`config.mk`:
```
export PLATFORM = sky130hd
export DESIGN_NAME = alu_issue_seq
export DESIGN_NICKNAME = d
export VERILOG_FILES = /design/src/rtl/alu_issue_seq.sv
export SDC_FILE = /design/constraint.sdc
export NUM_CORES = 1
export LEC_CHECK = 0
export BUFFER_PORTS_ARGS = -buffer_cell sky130_fd_sc_hd__buf_2
export CAP_MARGIN = 20
export CELL_PAD_IN_SITES_DETAIL_PLACEMENT = 0
export CELL_PAD_IN_SITES_GLOBAL_PLACEMENT = 2
export CORE_MARGIN = 4
export CORE_UTILIZATION = 29
export CTS_CLUSTER_SIZE = 40
export DETAILED_ROUTE_END_ITERATION = 12
export PLACE_DENSITY = 0.85
export SYNTH_ARGS = -nofsm -noshare
export SYNTH_HDL_FRONTEND = slang
export SYNTH_SLANG_ARGS = --single-unit
export TNS_END_PERCENT = 1
```
`constraint.sdc`:
```
create_clock -name clk -period 3.57 [get_ports clk]
set_input_delay 1.071 -clock clk [delete_from_list [all_inputs] [get_ports clk]]
set_output_delay 1.071 -clock clk [all_outputs]
set_load 0.03 [all_outputs]
```
`src/rtl/alu_issue_seq.sv`:
```
// alu_issue_seq
// Multi-cycle issue sequencer that drives an external combinational
// MIPS-subset ALU. It fetches an instruction, presents it to the ALU together
// with the two-entry register file (regA = address 0, regB = address 1), then
// performs writeback, branch resolution and load/store access.
//
// Optional feature macro: ALU_ISSUE_OVF_TRAP_EN
//   defined   : add/sub/addi that overflow skip writeback and retire and halt
//   undefined : the overflow flag is ignored
module alu_issue_seq #(
   parameter logic [31:0] RESET_PC = 32'h0000_0000
) (
   input  logic        clk,
   input  logic        rst_n,
   output logic        imem_req,
   output logic [31:0] imem_addr,
   input  logic        imem_ack,
   input  logic [31:0] imem_rdata,
   output logic [31:0] alu_instruction,
   output logic [31:0] alu_regA,
   output logic [31:0] alu_regB,
   input  logic [31:0] alu_result,
   input  logic [2:0]  alu_flags,
   output logic        dmem_req,
   output logic        dmem_we,
   output logic [31:0] dmem_addr,
   output logic [31:0] dmem_wdata,
   input  logic        dmem_ack,
   input  logic [31:0] dmem_rdata,
   output logic        retire,
   output logic        halt
);

   typedef enum logic [2:0] {
      S_IDLE  = 3'd0,
      S_FETCH = 3'd1,
      S_EXEC  = 3'd2,
      S_MEM   = 3'd3,
      S_WB    = 3'd4,
      S_HALT  = 3'd5
   } state_t;

   state_t      r_state;
   logic [31:0] r_pc;
   logic [31:0] r_ir;
   logic [31:0] r_res;
   logic [2:0]  r_flg;
   logic [31:0] r_memData;
   logic [31:0] r_regA;
   logic [31:0] r_regB;
   logic        r_imemReq;
   logic        r_dmemReq;
   logic        r_dmemWe;
   logic        r_retire;
   logic        r_halt;

   // Instruction fields of the latched instruction register
   logic [5:0]  w_opcode;
   logic [5:0]  w_func;
   logic [15:0] w_imm;
   logic        w_rt0;
   logic        w_rd0;

   // Decode results
   logic        w_isRType;
   logic        w_funcOk;
   logic        w_opOk;
   logic        w_supported;
   logic        w_isLoad;
   logic        w_isStore;
   logic        w_isBeq;
   logic        w_isBne;
   logic        w_isImmAlu;
   logic        w_isSetLess;
   logic        w_isOvfOp;
   logic        w_trap;
   logic        w_writesReg;
   logic        w_destSel;
   logic [31:0] w_wbData;
   logic [31:0] w_pcPlus4;
   logic [31:0] w_branchOffset;
   logic [31:0] w_branchTarget;
   logic        w_taken;
   logic [31:0] w_nextPc;
   logic        w_unusedFlag;

   assign w_opcode = r_ir[31:26];
   assign w_func   = r_ir[5:0];
   assign w_imm    = r_ir[15:0];
   assign w_rt0    = r_ir[16];
   assign w_rd0    = r_ir[11];

   // Classify the R-type function codes the ALU understands
   always_comb begin
      w_funcOk = 1'b0;
      case (w_func)
         6'h00, 6'h02, 6'h03, 6'h04, 6'h06, 6'h07,
         6'h20, 6'h21, 6'h22, 6'h23, 6'h24, 6'h25, 6'h26, 6'h27,
         6'h2A, 6'h2B: w_funcOk = 1'b1;
         default:      w_funcOk = 1'b0;
      endcase
   end

   // Classify the non-R-type opcodes the ALU understands
   always_comb begin
      w_opOk = 1'b0;
      case (w_opcode)
         6'h04, 6'h05, 6'h08, 6'h09, 6'h0A, 6'h0B, 6'h0C, 6'h0D, 6'h0E,
         6'h23, 6'h2B: w_opOk = 1'b1;
         default:      w_opOk = 1'b0;
      endcase
   end

   assign w_isRType   = (w_opcode == 6'h00);
   assign w_supported = w_isRType ? w_funcOk : w_opOk;
   assign w_isLoad    = (w_opcode == 6'h23);
   assign w_isStore   = (w_opcode == 6'h2B);
   assign w_isBeq     = (w_opcode == 6'h04);
   assign w_isBne     = (w_opcode == 6'h05);
   assign w_isImmAlu  = (w_opcode >= 6'h08) && (w_opcode <= 6'h0E);
   assign w_isSetLess = (w_isRType && ((w_func == 6'h2A) || (w_func == 6'h2B)))
                        || (w_opcode == 6'h0A) || (w_opcode == 6'h0B);
   assign w_isOvfOp   = (w_isRType && ((w_func == 6'h20) || (w_func == 6'h22)))
                        || (w_opcode == 6'h08);

   // The trap looks at the live ALU flag during EXEC so HALT is entered on the
   // same edge that latches flg_q.
`ifdef ALU_ISSUE_OVF_TRAP_EN
   assign w_trap = w_isOvfOp && alu_flags[0];
`else
   assign w_trap = 1'b0;
`endif

   // Only the architectural effect of the overflow flag is through the live
   // ALU input above; the latched copy is kept for completeness.
   assign w_unusedFlag = r_flg[0] ^ w_isOvfOp;

   assign w_writesReg = (w_isRType && w_funcOk) || w_isImmAlu || w_isLoad;
   assign w_destSel   = w_isRType ? w_rd0 : w_rt0;

   // Set-less-than results come from the negative flag rather than the sum
   assign w_wbData = w_isLoad    ? r_memData :
                     w_isSetLess ? {31'b0, r_flg[1]} :
                                   r_res;

   assign w_pcPlus4      = r_pc + 32'd4;
   assign w_branchOffset = {{14{w_imm[15]}}, w_imm, 2'b00};
   assign w_branchTarget = w_pcPlus4 + w_branchOffset;
   assign w_taken        = (w_isBeq && r_flg[2]) || (w_isBne && !r_flg[2]);
   assign w_nextPc       = w_taken ? w_branchTarget : w_pcPlus4;

   // Sequencer FSM: state, latched instruction/ALU outputs and the
   // registered handshake/status outputs all move together here
   always_ff @(posedge clk or negedge rst_n) begin
      if (!rst_n) begin
         r_state   <= S_IDLE;
         r_ir      <= 32'd0;
         r_res     <= 32'd0;
         r_flg     <= 3'd0;
         r_memData <= 32'd0;
         r_imemReq <= 1'b0;
         r_dmemReq <= 1'b0;
         r_dmemWe  <= 1'b0;
         r_retire  <= 1'b0;
         r_halt    <= 1'b0;
      end else begin
         r_retire <= 1'b0;
         case (r_state)
            S_IDLE: begin
               r_state   <= S_FETCH;
               r_imemReq <= 1'b1;
            end
            S_FETCH: begin
               if (imem_ack) begin
                  r_ir      <= imem_rdata;
                  r_imemReq <= 1'b0;
                  r_state   <= S_EXEC;
               end
            end
            S_EXEC: begin
               r_res <= alu_result;
               r_flg <= alu_flags;
               if (!w_supported || w_trap) begin
                  r_state <= S_HALT;
                  r_halt  <= 1'b1;
               end else if (w_isLoad || w_isStore) begin
                  r_state   <= S_MEM;
                  r_dmemReq <= 1'b1;
                  r_dmemWe  <= w_isStore;
               end else begin
                  r_state  <= S_WB;
                  r_retire <= 1'b1;
               end
            end
            S_MEM: begin
               if (dmem_ack) begin
                  r_memData <= dmem_rdata;
                  r_dmemReq <= 1'b0;
                  r_dmemWe  <= 1'b0;
                  r_state   <= S_WB;
                  r_retire  <= 1'b1;
               end
            end
            S_WB: begin
               r_state   <= S_FETCH;
               r_imemReq <= 1'b1;
            end
            S_HALT: begin
               r_state <= S_HALT;
               r_halt  <= 1'b1;
            end
            default: begin
               r_state   <= S_HALT;
               r_halt    <= 1'b1;
               r_imemReq <= 1'b0;
               r_dmemReq <= 1'b0;
               r_dmemWe  <= 1'b0;
            end
         endcase
      end
   end

   // Program counter advances only on the edge that ends WB
   always_ff @(posedge clk or negedge rst_n) begin
      if (!rst_n) begin
         r_pc <= RESET_PC;
      end else if (r_state == S_WB) begin
         r_pc <= w_nextPc;
      end
   end

   // Two-entry register file, written only on the edge that ends WB
   always_ff @(posedge clk or negedge rst_n) begin
      if (!rst_n) begin
         r_regA <= 32'd0;
         r_regB <= 32'd0;
      end else if ((r_state == S_WB) && w_writesReg) begin
         if (w_destSel) begin
            r_regB <= w_wbData;
         end else begin
            r_regA <= w_wbData;
         end
      end
   end

   assign imem_req        = r_imemReq;
   assign imem_addr       = r_pc;
   assign alu_instruction = r_ir;
   assign alu_regA        = r_regA;
   assign alu_regB        = r_regB;
   assign dmem_req        = r_dmemReq;
   assign dmem_we         = r_dmemWe;
   assign dmem_addr       = r_res;
   assign dmem_wdata      = w_rt0 ? r_regB : r_regA;
   assign retire          = r_retire;
   assign halt            = r_halt;

endmodule

```
==> impl_metrics.env <==
export IMPL_run_status="complete, no violations"
export IMPL_finalCriticalPeriod_ns=3.45
export IMPL_max_clock_freq_mhz=290
export IMPL_dr_total_vias=9571
export IMPL_total_power_uw=14000
export IMPL_grt_start_max_net_pins=82
export IMPL_critical_path_most_common_cell="and4_4"
export IMPL_ys_async_sr_fraction_pct=100
export IMPL_cts_tree="yes"
export IMPL_detail_route_wl_per_cell_um=18.6
export IMPL_globalplace_congestion=0.869
export IMPL_std_cell_rows=70
export IMPL_pin_count=300
export IMPL_synth_sequential_area_ratio_pct=46.4
export IMPL_finalClockSkew_ns=0.0133
export IMPL_area_growth_synth_to_final_pct=34.9
export IMPL_final_min_period_over_clock_period_pct=96.5
export IMPL_die_area_um2=40300
export IMPL_final_hold_viol_count=0
export IMPL_synth_cell_area_um2=10800
export IMPL_yosys_area_share_xor_xnor_pct=4.47
export IMPL_ff2ff_setup_slack_ns=0.12
export IMPL_normalized_max_slew_margin_pct=37.2
export IMPL_avgViaCountPerCell=4.94
export IMPL_post_route_cells_drive_above_1_share_pct=44.7
export IMPL_finalSetupTns_ns=0
export IMPL_number_of_antenna_violations_at_the_first_check_in_global_routing=8
export IMPL_hold_buffers=0
export IMPL_synth_simple_gate_area_share_pct=13.3
export IMPL_multi_input_comb_area_um2=5820
export IMPL_num_nets_final=1595
export IMPL_timing_critical_path_arrival_ns=3.82
export IMPL_number_of_clock_buffers_inserted_by_tritoncts=17
export IMPL_fillCellCount=3710
export IMPL_worst_setup_path_start_kind="flop"
export IMPL_drc=0
export IMPL_critPathMaxFanout=4
export IMPL_syn_mean_instance_area_um2=10.0
export IMPL_clock_sinks=200
export IMPL_flip_flop_and_latch_count_after_synthesis=200
export IMPL_floorplan_initialDensity_pct=29.4
export IMPL_die_h_um=201
export IMPL_cp_data_required_time_ns=3.94
export IMPL_worst_hold_path_type="reg2reg"
export IMPL_synth_compound_area_share_pct=14.6
export IMPL_design_core_area_um2=36600
export IMPL_yosysWarningCount=0
export IMPL_hpwl_mm=27.2
export IMPL_syn_inst=1075
export IMPL_drt_pass1_iter_count=5
export IMPL_power_density_relative_to_cell_area_nw_per_um2=964
export IMPL_cts_buffer_depth=2
export IMPL_post_synth_fa_ha_maj_area_fraction_pct=4.48
export IMPL_worst_skew_pair_later_pin_latency_ns=0.45
export IMPL_ys_dominant_reg_cell="dfrtp_1"
export IMPL_slowest_delay_ns=0.36
export IMPL_overall_routed_net_length_mm=36.0
export IMPL_gr_usage_all_layers_pct=17.4
export IMPL_cts_root_buf="clkbuf_16"
export IMPL_timing_setup_critical_path_class="reg2reg"
export IMPL_worst_path_dominant_cell_family="simple AND/OR/NAND/NOR gates"
export IMPL_post_synth_mux_area_share_pct=14.1
export IMPL_max_cap_viol_count=0
export IMPL_cts_htree_levels=4
export IMPL_timing_critical_path_cells="and4_4 -> and4_4 -> and3_4 -> and2_4 -> nand2_2 -> nor2_4 -> nand3_2 -> xnor2_2 -> ha_1 -> a21o_1 -> a21oi_2 -> o21ai_1 -> a21oi_1 -> o41ai_2 -> xor2_1 -> and3_1 -> o21ai_2 -> xnor2_1"
export IMPL_postRouteAntennaNets=0
export IMPL_library_cells_used_by_synthesis=60
export IMPL_timing_critical_path_to_type="flop"
export IMPL_die_width_um=201
export IMPL_synth_top_family_by_area="compound AO/OA/AOI/OAI gates"
export IMPL_critical_path_slowest_cell="dfrtp_2"
export IMPL_grt_setup_unrepaired="true"
export IMPL_pin_slew_with_the_least_headroom_to_its_limit_ns=0.942
export IMPL_grt_first_pass_wirelength_mm=55.7
export IMPL_number_of_flops_mapped_to_enable_cells_by_yosys=0
export IMPL_port_buffers=296
export IMPL_clk_pin_slew_worst_paths_ns=0.08
export IMPL_ff_latch_area_um2=5010
export IMPL_worst_vdd_ir_uv=598
export IMPL_timing_final_max_slew_violations=0
export IMPL_initialDrtViolationCount=371
export IMPL_buffer_and_inverter_count_on_the_worst_path=0
export IMPL_number_of_global_route_vias_before_repair=9561
export IMPL_timing_final_setup_violations=0
export IMPL_leakage_uw=0.00716
export IMPL_globalRoute_totalOverflow=0
==> path summary, 6_finish.rpt <==
path	from	to	depth (start not counted)
min in group asynchronous	rst_n	dmem_addr[25]$_DFFE_PN0P_	1
min reg2reg	imem_addr[31]$_DFFE_PN0P_	imem_addr[31]$_DFFE_PN0P_	1
max reg2reg	imem_addr[9]$_DFFE_PN0P_	imem_addr[31]$_DFFE_PN0P_	18
max	imem_addr[9]$_DFFE_PN0P_	imem_addr[31]$_DFFE_PN0P_	18
max in group asynchronous	rst_n	imem_addr[20]$_DFFE_PN0P_	2
min	imem_addr[31]$_DFFE_PN0P_	imem_addr[31]$_DFFE_PN0P_	1
==> layer usage <==
layer | track usage (%) | up-vias | share of wire, %
met4 | 4.28 | 6 | 1.1
li1 | - | 4598 | -
met5 | 0 | - | 0.078
met3 | 4.62 | 26 | 6.4
met1 | 22.4 | 4673 | 44
met2 | 29.2 | 268 | 49
==> synth_stat cells, types with 11 or more instances <==
cell type	number	area (µm²)
a21o_1	19	143
a21oi_1	131	656
and3_1	45	282
clkbuf_1	50	188
dfrtp_1	200	5000
ha_1	37	463
mux2_2	132	1490
nand2_1	98	368
nand3_1	22	110
nand4_1	11	68.8
nor2_1	77	289
o21ai_0	81	405
xnor2_1	31	272
xor2_1	24	210
==> cell families (layout without fill, tap and decap cells) <==
family	count (synthesis)	count (layout)
and+or+nand+nor	301	301
AOI/OAI and AO/OA	276	276
DFF	200	200
muxes	135	135
buffers and inverters	69	459
xor gates and xnor gates	55	55
adders and majority gates	38	38
other	1	7
==> cells in the final DEF, fill, tap and decap left out, types with 4 or more instances in the layout <==
cell	netlist	final
a21o_1	19	19
a21oi_1	131	128
a22oi_1	4	4
a31oi_1	5	5
and3_1	45	38
and3_4	0	7
and4_4	0	4
buf_12	0	4
buf_2	6	295
buf_4	2	118
clkbuf_16	0	17
dfrtp_1	200	192
dfrtp_2	0	8
diode_2	0	5
ha_1	37	35
inv_1	8	8
inv_8	0	5
mux2_2	132	132
nand2_1	98	94
nand2_2	1	5
nand2b_1	10	9
nand3_1	22	15
nand3_2	1	6
nand4_1	11	11
nor2_1	77	70
nor2_2	2	4
nor2_4	1	6
nor3_1	10	9
o21ai_0	81	76
o21ai_1	3	4
o21ai_2	2	4
o21bai_1	4	4
o22ai_1	4	4
xnor2_1	31	26
xnor2_2	0	4
xor2_1	24	23
==> worst reg2reg max path, delay by kind of cell (launching register included) <==
family	cells	cell delay, ns
AND/OR/NAND/NOR	8	1.37
AO/OA/AOI/OAI	6	0.84
XOR/XNOR	3	0.54
flip-flops	1	0.36
adder cells (fa/ha/maj)	1	0.28
==> timing repair <==
| item | 4_1_cts | 5_1_grt |
|---|---|---|
| pin swaps | 0 | 29 |
| setup endpoints to repair | 3 | 13 |
| buffers inserted | 0 | 5 |
| gates resized for setup | 11 | 51 |
==> layout make-up <==
type                       count  share of cell area [%]
tap                          468                    4.03
antenna                        5                  0.0860
multi-input combinational    807                    40.0
clock inverter                14                    1.25
timing repair buffer         420                    17.0
clock buffer                  17                    2.92
sequential                   200                    34.5
inverter                       8                   0.206
==> registers in the layout (all words and copies together), names as in the netlist <==
name and flops:
r_flg 2, retire 1, imem_req 1, dmem_req 1, dmem_we 1, dmem_addr 32, alu_regB 32, r_state 3
r_memData 32, halt 1, alu_regA 32, imem_addr 30, alu_instruction 32
==> stage by stage <==
| stage | setup WS (ns) | hold slack [ns] | cell area (µm²) | instances | util, % |
|---|---|---|---|---|---|
| 2_1_floorplan | 0.00141 | 0.479 | 10800 | 1076 | - |
| 3_3_place_gp | -0.0886 | 0.456 | 13600 | 1898 | 37.2 |
| 3_5_place_dp | -0.109 | 0.469 | 13600 | 1898 | 37.2 |
| 4_1_cts | 0.00496 | 0.490 | 14300 | 1929 | 38.9 |
| 5_1_grt | -0.162 | 0.503 | 14500 | 1936 | 39.7 |
| 6_report | 0.124 | 0.474 | 14500 | 1939 | 39.7 |
==> report_power, final <==
group	switching (µW)	leakage (µW)	internal, µW	total [µW]
sequential	956	0.00253	3220	4170
clock	991	0.000289	1070	2060
combinational	4740	0.00435	3050	7790
Power figures use the tool's default switching activity.
